--- config.mk ---
export PLATFORM = sky130hd
export DESIGN_NAME = if_id_stage
export DESIGN_NICKNAME = d
export VERILOG_FILES = /design/src/rtl/if_pkg.sv /design/src/rtl/if_id_reg.sv /design/src/rtl/if_id_stage.sv
export SDC_FILE = /design/constraint.sdc
export NUM_CORES = 1
export LEC_CHECK = 0
export CORE_AREA = 2 2 135 137
export DETAILED_ROUTE_END_ITERATION = 7
export DIE_AREA = 0 0 137 139
export GPL_TIMING_DRIVEN = 0
export HOLD_SLACK_MARGIN = 0.05
export PLACE_DENSITY = 0.79
export REMOVE_ABC_BUFFERS = 1
export SLEW_MARGIN = 20
export SYNTH_ARGS = -nofsm -noshare
export SYNTH_HDL_FRONTEND = slang
export SYNTH_HIERARCHICAL = 1
export SYNTH_SLANG_ARGS = --single-unit
--- constraint.sdc ---
create_clock -name clk -period 3.9 [get_ports clk]
set_input_delay 0.78 -clock clk [delete_from_list [all_inputs] [get_ports clk]]
set_output_delay 0.78 -clock clk [all_outputs]
set_load 0.005 [all_outputs]
--- src/rtl/if_pkg.sv ---
// Shared types and constants for the instruction-fetch / IF-ID pipeline slice.
package if_pkg;

    // Fetch sequencer states.
    typedef enum logic [1:0] {
        S_IDLE  = 2'd0,
        S_FETCH = 2'd1,
        S_HOLD  = 2'd2
    } if_state_e;

    // Default first fetch address after reset.
    localparam logic [31:0] RESET_PC_DEFAULT = 32'h0000_0000;

    // Primary opcodes decoded downstream from if_id_instr[31:26].
    localparam logic [5:0] OP_RTYPE = 6'b000000;
    localparam logic [5:0] OP_LW    = 6'b100011;
    localparam logic [5:0] OP_SW    = 6'b101011;

    // Sequential PC increment; 32-bit modulo so 0xFFFF_FFFC wraps to 0.
    function automatic logic [31:0] pc_next(input logic [31:0] pc);
        return pc + 32'd4;
    endfunction

endpackage

--- src/rtl/if_id_reg.sv ---
// IF/ID pipeline register: load a new instruction, hold, or clear valid.
// clear wins over load; data fields are kept on clear so only valid drops.
module if_id_reg (
    input  logic        clk,
    input  logic        rst,
    input  logic        load,
    input  logic        clear,
    input  logic [31:0] instr_in,
    input  logic [31:0] pc4_in,
    output logic [31:0] instr,
    output logic [31:0] pc4,
    output logic        valid
);

    logic [31:0] instr_q, instr_d;
    logic [31:0] pc4_q, pc4_d;
    logic        valid_q, valid_d;

    // Next-state selection: clear-valid, load, or hold.
    always_comb begin
        instr_d = instr_q;
        pc4_d   = pc4_q;
        valid_d = valid_q;
        if (clear) begin
            valid_d = 1'b0;
        end else if (load) begin
            instr_d = instr_in;
            pc4_d   = pc4_in;
            valid_d = 1'b1;
        end else begin
            valid_d = valid_q;
        end
    end

    // Pipeline register storage with asynchronous reset to an empty bubble.
    always_ff @(posedge clk or posedge rst) begin
        if (rst) begin
            instr_q <= 32'h0000_0000;
            pc4_q   <= 32'h0000_0000;
            valid_q <= 1'b0;
        end else begin
            instr_q <= instr_d;
            pc4_q   <= pc4_d;
            valid_q <= valid_d;
        end
    end

    assign instr = instr_q;
    assign pc4   = pc4_q;
    assign valid = valid_q;

endmodule

--- src/rtl/if_id_stage.sv ---
// Instruction fetch stage: PC, fetch sequencer, skid buffer for responses
// that arrive while decode is stalled, branch redirect tracking, and the
// IF/ID pipeline register feeding decode.
module if_id_stage #(
    parameter logic [31:0] RESET_PC = if_pkg::RESET_PC_DEFAULT
) (
    input  logic        clk,
    input  logic        rst,
    input  logic        stall,
    input  logic        flush,
    input  logic        branch_taken,
    input  logic [31:0] branch_target,
    output logic        imem_req,
    output logic [31:0] imem_addr,
    input  logic        imem_ack,
    input  logic [31:0] imem_rdata,
    output logic [31:0] if_id_instr,
    output logic [31:0] if_id_pc4,
    output logic        if_id_valid,
    output logic [5:0]  opcode,
    output logic [5:0]  funct
);

    import if_pkg::*;

    if_state_e   state_q, state_d;
    logic [31:0] pc_q, pc_d;
    logic [31:0] skid_q, skid_d;
    logic        redir_q, redir_d;
    logic [31:0] tgt_q, tgt_d;
    logic        req_q;

    logic        reg_load;
    logic        reg_clear;
    logic        bubble_ok;
    logic [31:0] pc_plus4;
    logic [31:0] reg_instr_in;

    // A discarded/missing response becomes a bubble unless a stall (without
    // flush) asks the IF/ID register to keep what it already holds.
    assign bubble_ok    = flush | ~stall;
    assign pc_plus4     = pc_next(pc_q);
    assign reg_instr_in = (state_q == S_HOLD) ? skid_q : imem_rdata;

    // Fetch sequencer: next PC, state, skid, redirect and IF/ID controls.
    always_comb begin
        state_d   = state_q;
        pc_d      = pc_q;
        skid_d    = skid_q;
        redir_d   = redir_q;
        tgt_d     = tgt_q;
        reg_load  = 1'b0;
        reg_clear = 1'b0;
        case (state_q)
            S_IDLE: begin
                state_d = S_FETCH;
            end
            S_FETCH: begin
                if (branch_taken) begin
                    reg_clear = bubble_ok;
                    if (imem_ack) begin
                        pc_d    = branch_target;
                        redir_d = 1'b0;
                    end else begin
                        tgt_d   = branch_target;
                        redir_d = 1'b1;
                    end
                end else if (redir_q) begin
                    // Response for the abandoned address is dropped.
                    reg_clear = bubble_ok;
                    if (imem_ack) begin
                        pc_d    = tgt_q;
                        redir_d = 1'b0;
                    end else begin
                        pc_d    = pc_q;
                    end
                end else if (imem_ack) begin
                    if (flush) begin
                        // Squashed response; PC holds so the word is refetched.
                        reg_clear = 1'b1;
                    end else if (stall) begin
                        skid_d  = imem_rdata;
                        state_d = S_HOLD;
                    end else begin
                        reg_load = 1'b1;
                        pc_d     = pc_plus4;
                    end
                end else begin
                    reg_clear = bubble_ok;
                end
            end
            S_HOLD: begin
                if (branch_taken) begin
                    pc_d      = branch_target;
                    skid_d    = 32'h0000_0000;
                    state_d   = S_FETCH;
                    reg_clear = bubble_ok;
                end else if (flush) begin
                    reg_clear = 1'b1;
                    skid_d    = 32'h0000_0000;
                    state_d   = S_FETCH;
                end else if (!stall) begin
                    reg_load = 1'b1;
                    pc_d     = pc_plus4;
                    skid_d   = 32'h0000_0000;
                    state_d  = S_FETCH;
                end else begin
                    state_d  = S_HOLD;
                end
            end
            default: begin
                state_d = S_IDLE;
            end
        endcase
    end

    // Sequencer state, PC, skid and redirect registers; request is registered.
    always_ff @(posedge clk or posedge rst) begin
        if (rst) begin
            state_q <= S_IDLE;
            pc_q    <= RESET_PC;
            skid_q  <= 32'h0000_0000;
            redir_q <= 1'b0;
            tgt_q   <= 32'h0000_0000;
            req_q   <= 1'b0;
        end else begin
            state_q <= state_d;
            pc_q    <= pc_d;
            skid_q  <= skid_d;
            redir_q <= redir_d;
            tgt_q   <= tgt_d;
            req_q   <= (state_d == S_FETCH);
        end
    end

    assign imem_req  = req_q;
    assign imem_addr = pc_q;

    if_id_reg u_if_id_reg (
        .clk      (clk),
        .rst      (rst),
        .load     (reg_load),
        .clear    (reg_clear),
        .instr_in (reg_instr_in),
        .pc4_in   (pc_plus4),
        .instr    (if_id_instr),
        .pc4      (if_id_pc4),
        .valid    (if_id_valid)
    );

    assign opcode = if_id_instr[31:26];
    assign funct  = if_id_instr[5:0];

endmodule

==> out/summary.log <==
INFO  clock_network  clkTransAtPathRegs=60ps
INFO  place          gp_congestion=0.819
INFO  floorplanning  die_x_extent=137µm
INFO  min_path       hold_class=reg2reg
INFO  synthesis      syn-instance-count=842
INFO  flow_run       drv_cap=0
INFO  timing         grt_setup_unrepaired=no
INFO  place          dp.final_hpwl=15900µm
INFO  routing        drt_first_pass_iters=5
INFO  global_route   grt_first_pass_wirelength=37500µm
INFO  clock_network  htreeDepth=4
INFO  global_route   first_global_vias=7090
INFO  pwr            power.static_leakage=4.88nW
INFO  setup_path     critPathKind=reg2reg
INFO  clock_network  postCtsHoldBufs=0
INFO  clock_network  clock_sinks=165
INFO  routing        drt-total-wl=23100µm
INFO  floorplanning  top_ports=180
INFO  timing         relSlewSlack=27.6%
INFO  timing         final_hold_viol_count=0
INFO  synthesis      yosys_warnings=6
INFO  layout         fin_nets=1055
INFO  global_route   global_route.usage.total=24.9%
INFO  pwr            sw_frac_of_total=32.7%
INFO  pwr            power.density_cell_area=695nW/µm²
INFO  synthesis      yosys_most_used_dff=sky130_fd_sc_hd__dfrtp_1
INFO  floorplanning  fp.dieH=139µm
INFO  clock_network  cts_root_buf=sky130_fd_sc_hd__clkbuf_16
INFO  timing         final_min_period_over_clock_period=88.3%
INFO  synthesis      edff_count_synth=0
INFO  floorplanning  core_area=17700µm²
INFO  setup_path     crit_required=4180ps
INFO  clock_network  cts_tree=done
INFO  synthesis      postSynthRegisterBits=165
INFO  pwr            intPower=5.40mW
INFO  setup_path     worst-path-max-fanout=34
INFO  floorplanning  total_die_area=19000µm²
INFO  synthesis      netlist_area=8980µm²
INFO  place          numPortBuffers=179
INFO  clock_network  clkLatencyLatePin=420ps
INFO  setup_path     worst_setup_path_start_kind=flop
INFO  global_route   antenna_found_initial=0
INFO  synthesis      synth_area_per_cell=10.7µm²
INFO  setup_path     arrival_time_worst_endpoint=3720ps
INFO  layout         antenna_cells_inserted=0
INFO  routing        detail_route.wl_per_cell=18.9µm
INFO  setup_path     regToRegSetupSlack=460ps
INFO  floorplanning  core.rowCount=49
INFO  timing         drv_slew=0
INFO  layout         layout-area-overhead-vs-synth=28.6%
INFO  clock_network  post_cts_resize_count=0
INFO  layout         final.fill_count=1388
INFO  routing        ant_nets=0
INFO  routing        drc_violation_count_after_routing=0
INFO  synthesis      synth_seq_area_share=46.0%
INFO  pwr            power.share.combinational=38.9%
INFO  timing         setup-violations-final=0
INFO  pwr            power.net_switching=2.62mW
INFO  routing        initial_drc_count=491
INFO  pwr            power_frac_clock=22.0%
INFO  synthesis      ys_top_cells_by_area=sky130_fd_sc_hd__dfrtp_1 (46%), sky130_fd_sc_hd__mux2_4 (10%), sky130_fd_sc_hd__mux2_2 (8.4%)
INFO  routing        route.vias.total=7058
INFO  global_route   grt_max_degree=63
INFO  place          pre_cts_slack=52.0ps
INFO  synthesis      synth_largest_type_area_fraction=46.0%
INFO  timing         maxClockFrequency=290MHz
INFO  setup_path     cp_slowest_cell=sky130_fd_sc_hd__clkinv_1
INFO  clock_network  max-clock-path-buffers=2
INFO  layout         drive_above_1_share=19.6%
INFO  timing         worst_clock_skew=9.21ps
INFO  setup_path     crit_chain=inv_1 > ha_2 > buf_12 > clkinv_1 > nand2_1 > o22ai_4 > buf_16 > buf_16 > nand3_1 > o21ai_0
INFO  timing         whs=497ps
INFO  synthesis      yosysTopAreaCell=sky130_fd_sc_hd__dfrtp_1
INFO  setup_path     critical_path.max_stage_delay=870ps
INFO  pwr            power.share.sequential=39.2%
INFO  clock_network  postCtsSetupRepairBufs=0
INFO  routing        average_via_count_per_standard_cell=5.78
INFO  clock_network  cts_made_buffers=17
INFO  synthesis      async_flop_share=100%
INFO  pwr            irDropWorstVdd=0.000357V
INFO  timing         worstMarginPinSlew=1080ps
INFO  synthesis      synthDistinctLibCells=62
INFO  setup_path     critical_path.endpoint_type=flop
INFO  floorplanning  initial_utilization=50.9%
INFO  run_status     status=completed
INFO  global_route   grt.overflow.total=0
INFO  timing         postLayoutSetupSlackWorst=455ps
INFO  setup_path     cp.buffers_inverters=5
INFO  setup_path     critical_path.top_delay_family=buffers and inverters
INFO  timing         finalCriticalPeriod=3440ps
INFO  setup_path     cp_common_cell=sky130_fd_sc_hd__buf_16
==> through the flow <==
stage	cells	utilization (%)	setup TNS, ps	instance area, µm²	total power, mW
floorplan	770	-	-8690	8530	4.59
global placement	1178	60.1	-498940	10600	6.04
detailed placement	1190	61.9	0	10900	6.27
CTS	1221	65.4	0	11500	8.06
global route	1221	65.4	0	11500	8.51
finish	1221	65.4	0	11500	8.02
==> power groups by stage <==
stage / clock network (mW) / logic, mW / registers [mW]
final: 1.76 / 3.12 / 3.14
after global routing: 1.86 / 3.40 / 3.25
after CTS: 1.79 / 3.14 / 3.13
after detailed placement: 0 / 3.12 / 3.15
after global placement: 0 / 2.93 / 3.10
after floorplan: 0 / 1.56 / 3.03
==> cells by family (layout without fill, tap and decap cells) <==
family	count (synthesis)	after routing	share of synthesized area, %
XOR/XNOR	28	28	2.73
AO/OA/AOI/OAI	157	157	10.6
buffers and inverters	121	271	7.04
AND/OR/NAND/NOR	238	238	14.4
flip-flops	165	165	46.0
multiplexers	128	128	18.5
adder cells (fa/ha/maj)	5	5	0.697
==> path summary, 6_finish.rpt <==
path / start / end / cells after the start
min: tgt_q[0] / tgt_q[0] / 1
min in group asynchronous: rst / u_if_id_reg/instr[20] / 2
max in group asynchronous: rst / tgt_q[10] / 3
min reg2reg: tgt_q[0] / tgt_q[0] / 1
max reg2reg: state_q[0] / skid_q[17] / 10
max: state_q[0] / skid_q[17] / 10
==> placed cells by master (no fill, tap or decap), types with 9 or more instances in the layout <==
cell type,instances
sky130_fd_sc_hd__clkdlybuf4s50_1,178
sky130_fd_sc_hd__nor2_1,33
sky130_fd_sc_hd__nor3_1,11
sky130_fd_sc_hd__o21ai_0,77
sky130_fd_sc_hd__mux2_2,67
sky130_fd_sc_hd__and2_1,9
sky130_fd_sc_hd__clkbuf_16,17
sky130_fd_sc_hd__a21oi_1,27
sky130_fd_sc_hd__nand2_1,53
sky130_fd_sc_hd__dfrtp_1,165
sky130_fd_sc_hd__xnor2_1,21
sky130_fd_sc_hd__mux2_4,60
sky130_fd_sc_hd__inv_1,46
sky130_fd_sc_hd__nand3_1,60
sky130_fd_sc_hd__and3_1,21
==> routing by layer <==
| metal | vias up | track usage [%] | routed length, µm |
|---|---|---|---|
| li1 | 3266 | - | - |
| met1 | 3521 | 33.5 | 10300 |
| met2 | 239 | 40.1 | 11100 |
| met3 | 32 | 5.37 | 1360 |
| met4 | 0 | 8.14 | 387 |
| met5 | - | 0 | 0 |
==> state kept, by name (all words and copies together) (netlist names) <==
signal             flops
imem_addr             32
skid_q                32
u_if_id_reg/valid      1
redir_q                1
imem_req               1
tgt_q                 32
u_if_id_reg/instr     32
state_q                2
u_if_id_reg/pc4       32
==> synthesized netlist by cell type (7+ instances only) <==
| cell | n |
|---|---|
| sky130_fd_sc_hd__dfrtp_1 | 165 |
| sky130_fd_sc_hd__o21ai_0 | 77 |
| sky130_fd_sc_hd__mux2_2 | 67 |
| sky130_fd_sc_hd__mux2_4 | 60 |
| sky130_fd_sc_hd__nand3_1 | 60 |
| sky130_fd_sc_hd__nand2_1 | 53 |
| sky130_fd_sc_hd__inv_1 | 48 |
| sky130_fd_sc_hd__clkbuf_1 | 36 |
| sky130_fd_sc_hd__nor2_1 | 34 |
| sky130_fd_sc_hd__a21oi_1 | 27 |
| sky130_fd_sc_hd__and3_1 | 21 |
| sky130_fd_sc_hd__xnor2_1 | 21 |
| sky130_fd_sc_hd__buf_4 | 14 |
| sky130_fd_sc_hd__nor3_1 | 11 |
| sky130_fd_sc_hd__and2_1 | 9 |
| sky130_fd_sc_hd__buf_2 | 9 |
| sky130_fd_sc_hd__a31oi_1 | 8 |
| sky130_fd_sc_hd__a221oi_1 | 7 |
| sky130_fd_sc_hd__buf_12 | 7 |
| sky130_fd_sc_hd__nand4_1 | 7 |
| sky130_fd_sc_hd__xor2_1 | 7 |
==> cell type report <==
cell class                      count  area [µm²]  area share (%)
Tap cell                          229         287            2.48
Inverter                           49         191            1.66
Multi-Input combinational cell    556        4260            36.9
Clock inverter                     10         146            1.27
Timing Repair Buffer              191        2070            17.9
Sequential cell                   165        4130            35.7
Clock buffer                       21         470            4.07
Note: power is estimated with default switching activity, not from simulation.
